File: config.mk
export PLATFORM = sky130hd
export DESIGN_NAME = if_fetch_stage
export DESIGN_NICKNAME = d
export VERILOG_FILES = /design/src/rtl/if_fetch_stage_pkg.sv /design/src/rtl/if_skid_buf.sv /design/src/rtl/if_fetch_stage.sv
export SDC_FILE = /design/constraint.sdc
export NUM_CORES = 1
export LEC_CHECK = 0
export CAP_MARGIN = 25
export CORE_AREA = 2 2 129 131
export DETAILED_ROUTE_END_ITERATION = 8
export DIE_AREA = 0 0 131 133
export PLACE_DENSITY = 0.85
export SKIP_CTS_REPAIR_TIMING = 1
export SLEW_MARGIN = 20
export SYNTH_ARGS = -nofsm -noshare
export SYNTH_HDL_FRONTEND = slang
export SYNTH_HIERARCHICAL = 1
export SYNTH_SLANG_ARGS = --single-unit
File: constraint.sdc
create_clock -name cpu_clk -period 7.44 [get_ports cpu_clk]
set_input_delay 1.86 -clock cpu_clk [delete_from_list [all_inputs] [get_ports cpu_clk]]
set_output_delay 1.86 -clock cpu_clk [all_outputs]
set_load 0.05 [all_outputs]
File: src/rtl/if_fetch_stage_pkg.sv
// Shared types and constants for the instruction-fetch stage.
package if_fetch_stage_pkg;

  localparam int unsigned XLEN = 32;
  localparam int unsigned ILEN = 32;

  localparam logic [XLEN-1:0] RESET_PC_DEF = 32'h1C00_0000;
  localparam logic [ILEN-1:0] INST_NOP_DEF = 32'h0340_0000;

  typedef struct packed {
    logic [XLEN-1:0] pc;
    logic [ILEN-1:0] inst;
  } fetch_entry_t;

  // Sequential fetch increment, wraps modulo 2^32.
  function automatic logic [XLEN-1:0] pc_incr(input logic [XLEN-1:0] pc);
    return pc + XLEN'(4);
  endfunction

endpackage

File: src/rtl/if_skid_buf.sv
// One-entry {valid, pc, inst} holding register used while decode is stalled.
module if_skid_buf
  import if_fetch_stage_pkg::*;
#(
  parameter logic [ILEN-1:0] INST_NOP = INST_NOP_DEF
) (
  input  logic            clk,
  input  logic            rst,
  input  logic            load,
  input  logic            unload,
  input  logic            flush,
  input  logic [XLEN-1:0] d_pc,
  input  logic [ILEN-1:0] d_inst,
  output logic            q_valid,
  output logic [XLEN-1:0] q_pc,
  output logic [ILEN-1:0] q_inst
);

  fetch_entry_t entry_q;

  // load and unload are mutually exclusive by construction in the parent.
  always_ff @(posedge clk or posedge rst) begin
    if (rst) begin
      q_valid <= 1'b0;
      entry_q <= '{pc: '0, inst: INST_NOP};
    end else if (flush || unload) begin
      q_valid <= 1'b0;
    end else if (load) begin
      q_valid <= 1'b1;
      entry_q <= '{pc: d_pc, inst: d_inst};
    end
  end

  assign q_pc   = entry_q.pc;
  assign q_inst = entry_q.inst;

endmodule

File: src/rtl/if_fetch_stage.sv
// Instruction fetch: owns the fetch PC, drives a 1-cycle IROM and feeds IF/ID
// through a ready/valid handshake; a redirect squashes everything in flight.
module if_fetch_stage
  import if_fetch_stage_pkg::*;
#(
  parameter logic [XLEN-1:0] RESET_PC = RESET_PC_DEF,
  parameter logic [ILEN-1:0] INST_NOP = INST_NOP_DEF
) (
  input  logic            cpu_clk,
  input  logic            cpu_rst,
  input  logic            jump_en,
  input  logic [XLEN-1:0] npc,
  input  logic            id_ready,
  output logic            irom_en,
  output logic [XLEN-1:0] irom_addr,
  input  logic [ILEN-1:0] irom_inst,
  output logic            if_valid,
  output logic [XLEN-1:0] if_pc,
  output logic [ILEN-1:0] if_inst
);

  logic [XLEN-1:0] pc_q;
  logic [XLEN-1:0] req_pc_q;
  logic            req_q;

  logic            skid_v;
  logic [XLEN-1:0] skid_pc;
  logic [ILEN-1:0] skid_inst;

  logic            out_free;
  logic            resp;
  logic            issue;
  logic [XLEN-1:0] jump_pc;
  logic            unused_npc_lsb;

  assign jump_pc        = {npc[XLEN-1:2], 2'b00};
  assign unused_npc_lsb = ^npc[1:0];

  // Handshake and issue decisions; reset masks the read strobe asynchronously.
  always_comb begin
    out_free  = !if_valid || id_ready;
    resp      = req_q;
    issue     = jump_en || (!skid_v && (!resp || out_free));
    irom_en   = issue && !cpu_rst;
    irom_addr = jump_en ? jump_pc : pc_q;
  end

  // Fetch PC and single outstanding read tracking.
  always_ff @(posedge cpu_clk or posedge cpu_rst) begin
    if (cpu_rst) begin
      pc_q     <= RESET_PC;
      req_q    <= 1'b0;
      req_pc_q <= '0;
    end else if (jump_en) begin
      req_q    <= 1'b1;
      req_pc_q <= jump_pc;
      pc_q     <= pc_incr(jump_pc);
    end else if (issue) begin
      req_q    <= 1'b1;
      req_pc_q <= pc_q;
      pc_q     <= pc_incr(pc_q);
    end else begin
      req_q    <= 1'b0;
    end
  end

  // IF/ID output register; skid content drains ahead of any fresh response.
  always_ff @(posedge cpu_clk or posedge cpu_rst) begin
    if (cpu_rst) begin
      if_valid <= 1'b0;
      if_pc    <= '0;
      if_inst  <= INST_NOP;
    end else if (jump_en) begin
      if_valid <= 1'b0;
      if_inst  <= INST_NOP;
    end else if (out_free) begin
      if (skid_v) begin
        if_valid <= 1'b1;
        if_pc    <= skid_pc;
        if_inst  <= skid_inst;
      end else if (resp) begin
        if_valid <= 1'b1;
        if_pc    <= req_pc_q;
        if_inst  <= irom_inst;
      end else begin
        if_valid <= 1'b0;
        if_inst  <= INST_NOP;
      end
    end
  end

  // A response arriving while decode is stalled parks in the skid entry;
  // issue is suppressed that cycle, so skid_v=1 always implies no read in flight.
  if_skid_buf #(
    .INST_NOP (INST_NOP)
  ) u_skid (
    .clk     (cpu_clk),
    .rst     (cpu_rst),
    .load    (!jump_en && !out_free && resp),
    .unload  (!jump_en && out_free && skid_v),
    .flush   (jump_en),
    .d_pc    (req_pc_q),
    .d_inst  (irom_inst),
    .q_valid (skid_v),
    .q_pc    (skid_pc),
    .q_inst  (skid_inst)
  );

endmodule

### Word level (Yosys, flattened, before mapping)

Cells that the tools add are included.

* register bits: 195
* output and inout bits: 98
* word-level logic and storage cells: 54
* input port bits: 68

* bitwise logic cells: 2
* multiplexer cells: 19
* add/sub/neg operators: 2
* reduce and logical (&&, ||, !) cells: 22

Operators with widths (number)
* two-way mux 32 bit: 11
* adder 32 x 3 -> 32 bit, second input constant: 2
* two-way mux 1 bit: 8
* nonzero test 2 bit: 4
* logical AND 1 bit: 6
* zero test 1 bit: 6
* logical OR 1 bit: 4
* AND reduction 3 bit: 1
* NOT 1 bit: 2
* AND reduction 2 bit: 1

### Logic depth before layout (Yosys ltp)

* depth after elaboration: 7
* depth in mapped cells: 11
* depth with buffers taken out: 7

### Modules after synthesis

The synthesis kept the hierarchy.

By module, submodules not included
* if_fetch_stage: instances 1, seq. area each 3160.5 µm², area an instance 6308.6 µm², cells an instance 653
* if_skid_buf: instances 1, seq. area each 1630.3 µm², area an instance 2732.6 µm², cells an instance 140

### Worst setup path after synthesis

OpenSTA, ideal clock, no wires.

* path kind: input-to-output
* start: input port jump_en
* end: output port irom_en
* slack: 2.165 ns
* stages on the path: 7
* buffers on the path: 4
* data required time: 5.580 ns
* data arrival time: 3.415 ns
* path through: buf_6 -> nor3b_1 -> a21o_1 -> buf_2 -> clkbuf_1 -> clkbuf_1 -> nor2_1

* longest elaborated chain between the ends: 2

Ends and longest elaborated chain
* from (decl): line if_fetch_stage.sv:11 `input logic jump_en,`
* logical OR 1 bit: line if_fetch_stage.sv:43 `issue = jump_en || (!skid_v && (!resp || out_free));`
* logical AND 1 bit: line if_fetch_stage.sv:44 `irom_en = issue && !cpu_rst;`
* to (decl): line if_fetch_stage.sv:14 `output logic irom_en,`

Every way passes these cells.

### Worst setup path in the final report

* start: input port jump_en
* end: output port irom_addr[12]

* longest elaborated chain between the ends: 1

Ends and longest elaborated chain
* two-way mux 32 bit: line if_fetch_stage.sv:45 `irom_addr = jump_en ? jump_pc : pc_q;`
* to (decl): line if_fetch_stage.sv:15 `output logic [XLEN-1:0] irom_addr,`

Every way passes these cells.

==> flow_metrics.env <==
export IMPL_nets=1010
export IMPL_r2r_cells=8
export IMPL_min_path_type="reg -> reg"
export IMPL_pre_cts_ws_ps=1670
export IMPL_ys_flop_type="dfrtp_1"
export IMPL_drt_first_pass_iters=7
export IMPL_final_util=0.703
export IMPL_core_area_um2=16200
export IMPL_start_kind="input port"
export IMPL_synth_top_area_share=0.504
export IMPL_ys_ff_latch=191
export IMPL_r2r_end="pc_q[29]"
export IMPL_status="finished clean"
export IMPL_synth_edf_count=0
export IMPL_p_per_area_nw_per_um2=314
export IMPL_endpoint_kind="output port"
export IMPL_vias_per_cell=5.77
export IMPL_seqPwrFrac=0.422
export IMPL_fin_cells=1174
export IMPL_dp_cells=1142
export IMPL_cp_required_ps=5580
export IMPL_yosysWarnings=6
export IMPL_crit_end="irom_addr[12]"
export IMPL_yosysMostFrequentCell="dfrtp_1"
export IMPL_cts_buffer_depth=2
export IMPL_cap_viol_max_count=0
export IMPL_synthesis_area_um2=9040
export IMPL_p_switching_uw=1240
export IMPL_relSlewSlack=0.393
export IMPL_cts_tree="yes"
export IMPL_clock_sinks=191
export IMPL_io_buffer_count=161
export IMPL_yosysUniqueCellTypes=49
export IMPL_p_int_uw=2330
export IMPL_finalWorstSetupSlack_ps=1610
export IMPL_remaining_drc_errors=0
export IMPL_synth_area_leaders="dfrtp_1, mux2_4, nand2_1"
export IMPL_pwr_share_comb=0.321
export IMPL_grt_max_degree=66
export IMPL_drtIter0Drc=579
export IMPL_ios=166
export IMPL_detail_route_antenna_nets=0
export IMPL_finalCritPeriodShare=0.784
export IMPL_vdd_drop_max_mv=0.191
export IMPL_synth_cells=793
export IMPL_p_leak_uw=0.00501
export IMPL_rows=47
export IMPL_slew_viol_final=0
export IMPL_vias=6774
export IMPL_grt_antenna_before_repair=0
export IMPL_skew_ps=10.0
export IMPL_area_growth_syn_to_layout_pct=25.7
export IMPL_post_drt_wl_per_cell_um=18.4
export IMPL_crit_reg2reg_launch="u_skid/q_valid"
export IMPL_yosys_area_top_type="dfrtp_1"
export IMPL_finalCriticalPeriod_ps=5830
export IMPL_routed_wirelength_mm=21.6
export IMPL_insertion_delay_ps=430
export IMPL_worst_slew_pin_slew_ps=911
export IMPL_rsz0062_at_grt="false"
export IMPL_overflow=0
export IMPL_switching_share=0.347
export IMPL_synth_seq_area_share=0.530
export IMPL_worst_setup_path_type="in -> out"
export IMPL_fillers=1167
export IMPL_dp_hpwl_mm=14.3
export IMPL_cp_arrival_ps=3970
export IMPL_worstPathMaxFanout=24
export IMPL_ctsHtreeMaxLevel=4
export IMPL_initial_utilization=0.559
export IMPL_synth_avg_cell_area_um2=11.4
export IMPL_diodes=0
export IMPL_pwr_share_clk=0.257
export IMPL_finalSetupTns_ps=0
export IMPL_gp_congestion=0.907
export IMPL_drive_gt1_frac=0.156
export IMPL_cts_buffers=17
export IMPL_setup_viol=0
export IMPL_cts_root_buf="clkbuf_16"
export IMPL_crit_path_start="jump_en"
export IMPL_synthArstFlopShare=1.00
export IMPL_max_freq_mhz=171
export IMPL_die_x_um=131
export IMPL_path_clk_slew_ps=70
export IMPL_r2r_slack_ps=4600
export IMPL_die_area_um2=17400
export IMPL_grt_first_pass_wirelength_mm=34.4
export IMPL_die_y_um=133
export IMPL_track_usage=0.253
export IMPL_hold_viol=0
export IMPL_synth_commonest_cells="dfrtp_1, nand2_1, o21ai_0"
export IMPL_grt_pass1_vias=6779
## flip-flops by register name, indices dropped and copies added (netlist names)
register	flops
req_pc_q	30
if_valid	1
if_inst	32
if_pc	32
u_skid/q_inst	32
req_q	1
u_skid/q_valid	1
pc_q	30
u_skid/q_pc	32
## how the worst min path moves through the flow
stage	start	depth (start not counted)	to	slack (ps)
3_3_place_gp	u_skid/q_inst[21]	2	if_inst[21]	460
3_5_place_dp	if_pc[18]	2	if_pc[18]	470
4_1_cts	if_pc[18]	2	if_pc[18]	480
5_1_grt	pc_q[26]	2	pc_q[26]	510
2_1_floorplan	pc_q[31]	2	pc_q[31]	450
6_report	if_pc[18]	2	if_pc[18]	480
## worst max-delay path, cell delays in order
cell and delay, ps:
buf_2 440, buf_4 330, mux2i_1 500, inv_1 100
clkdlybuf4s50_1 720
## stage by stage
step / hold slack, ps / cell area, um^2 / power (uW)
2_1_floorplan: 445 / 9050 / 2280
3_3_place_gp: 460 / 10700 / 2610
3_5_place_dp: 469 / 10800 / 2650
4_1_cts: 484 / 11400 / 3580
5_1_grt: 509 / 11400 / 3730
6_report: 477 / 11400 / 3570
## layer usage
metal,track usage,vias to the layer above,wire length [um],share of wire
li1,-,3100,-,-
met5,0,-,0,0
met1,0.349,3362,9360,0.43
met4,0.0910,0,422,0.020
met2,0.396,279,10200,0.47
met3,0.0542,33,1570,0.073
## cells in the final DEF, fill, tap and decap left out, types with 4 or more instances in the layout
master / n
mux2i_1: 47
a22oi_1: 5
nand4_1: 13
mux2_2: 20
clkdlybuf4s50_1: 160
xor2_1: 8
o21ai_0: 61
dfstp_2: 9
nand3_1: 18
nand3b_1: 11
o31ai_1: 4
a21oi_1: 8
mux2_4: 60
xnor2_1: 10
inv_1: 47
buf_4: 14
clkbuf_16: 17
nand2_1: 132
dfrtp_1: 181
o21a_1: 6
a222oi_1: 32
clkinv_4: 4
conb_1: 4
nor3_1: 5
nor2_1: 19
nand4b_1: 5
## power groups by stage
| stage | logic, uW | registers (uW) | clock network [uW] |
|---|---|---|---|
| 2_1_floorplan | 581 | 1700 | 0 |
| 3_3_place_gp | 1110 | 1490 | 0 |
| 3_5_place_dp | 1140 | 1510 | 0 |
| 4_1_cts | 1150 | 1500 | 932 |
| 5_1_grt | 1210 | 1530 | 979 |
| 6_report | 1140 | 1500 | 918 |
## cells by family after synthesis
logic type	after synthesis	synth area share
AND/OR/NAND/NOR	219	0.114
adder cells (fa/ha/maj)	1	0.00138
multiplexers	127	0.177
flip-flops	191	0.530
buffers and inverters	100	0.0577
AO/OA/AOI/OAI	136	0.103
other	1	0.000415
XOR/XNOR	18	0.0174
## final cells by class
| cell class | instances | area, um^2 | share of cell area |
|---|---|---|---|
| sequential | 191 | 4790 | 0.422 |
| multi-input combinational | 505 | 3760 | 0.331 |
| timing repair buffer | 177 | 1750 | 0.154 |
| clock buffer | 21 | 460 | 0.0405 |
| tap | 220 | 275 | 0.0242 |
| inverter | 49 | 186 | 0.0164 |
| clock inverter | 11 | 133 | 0.0117 |
Note: power is estimated with default switching activity, not from simulation.
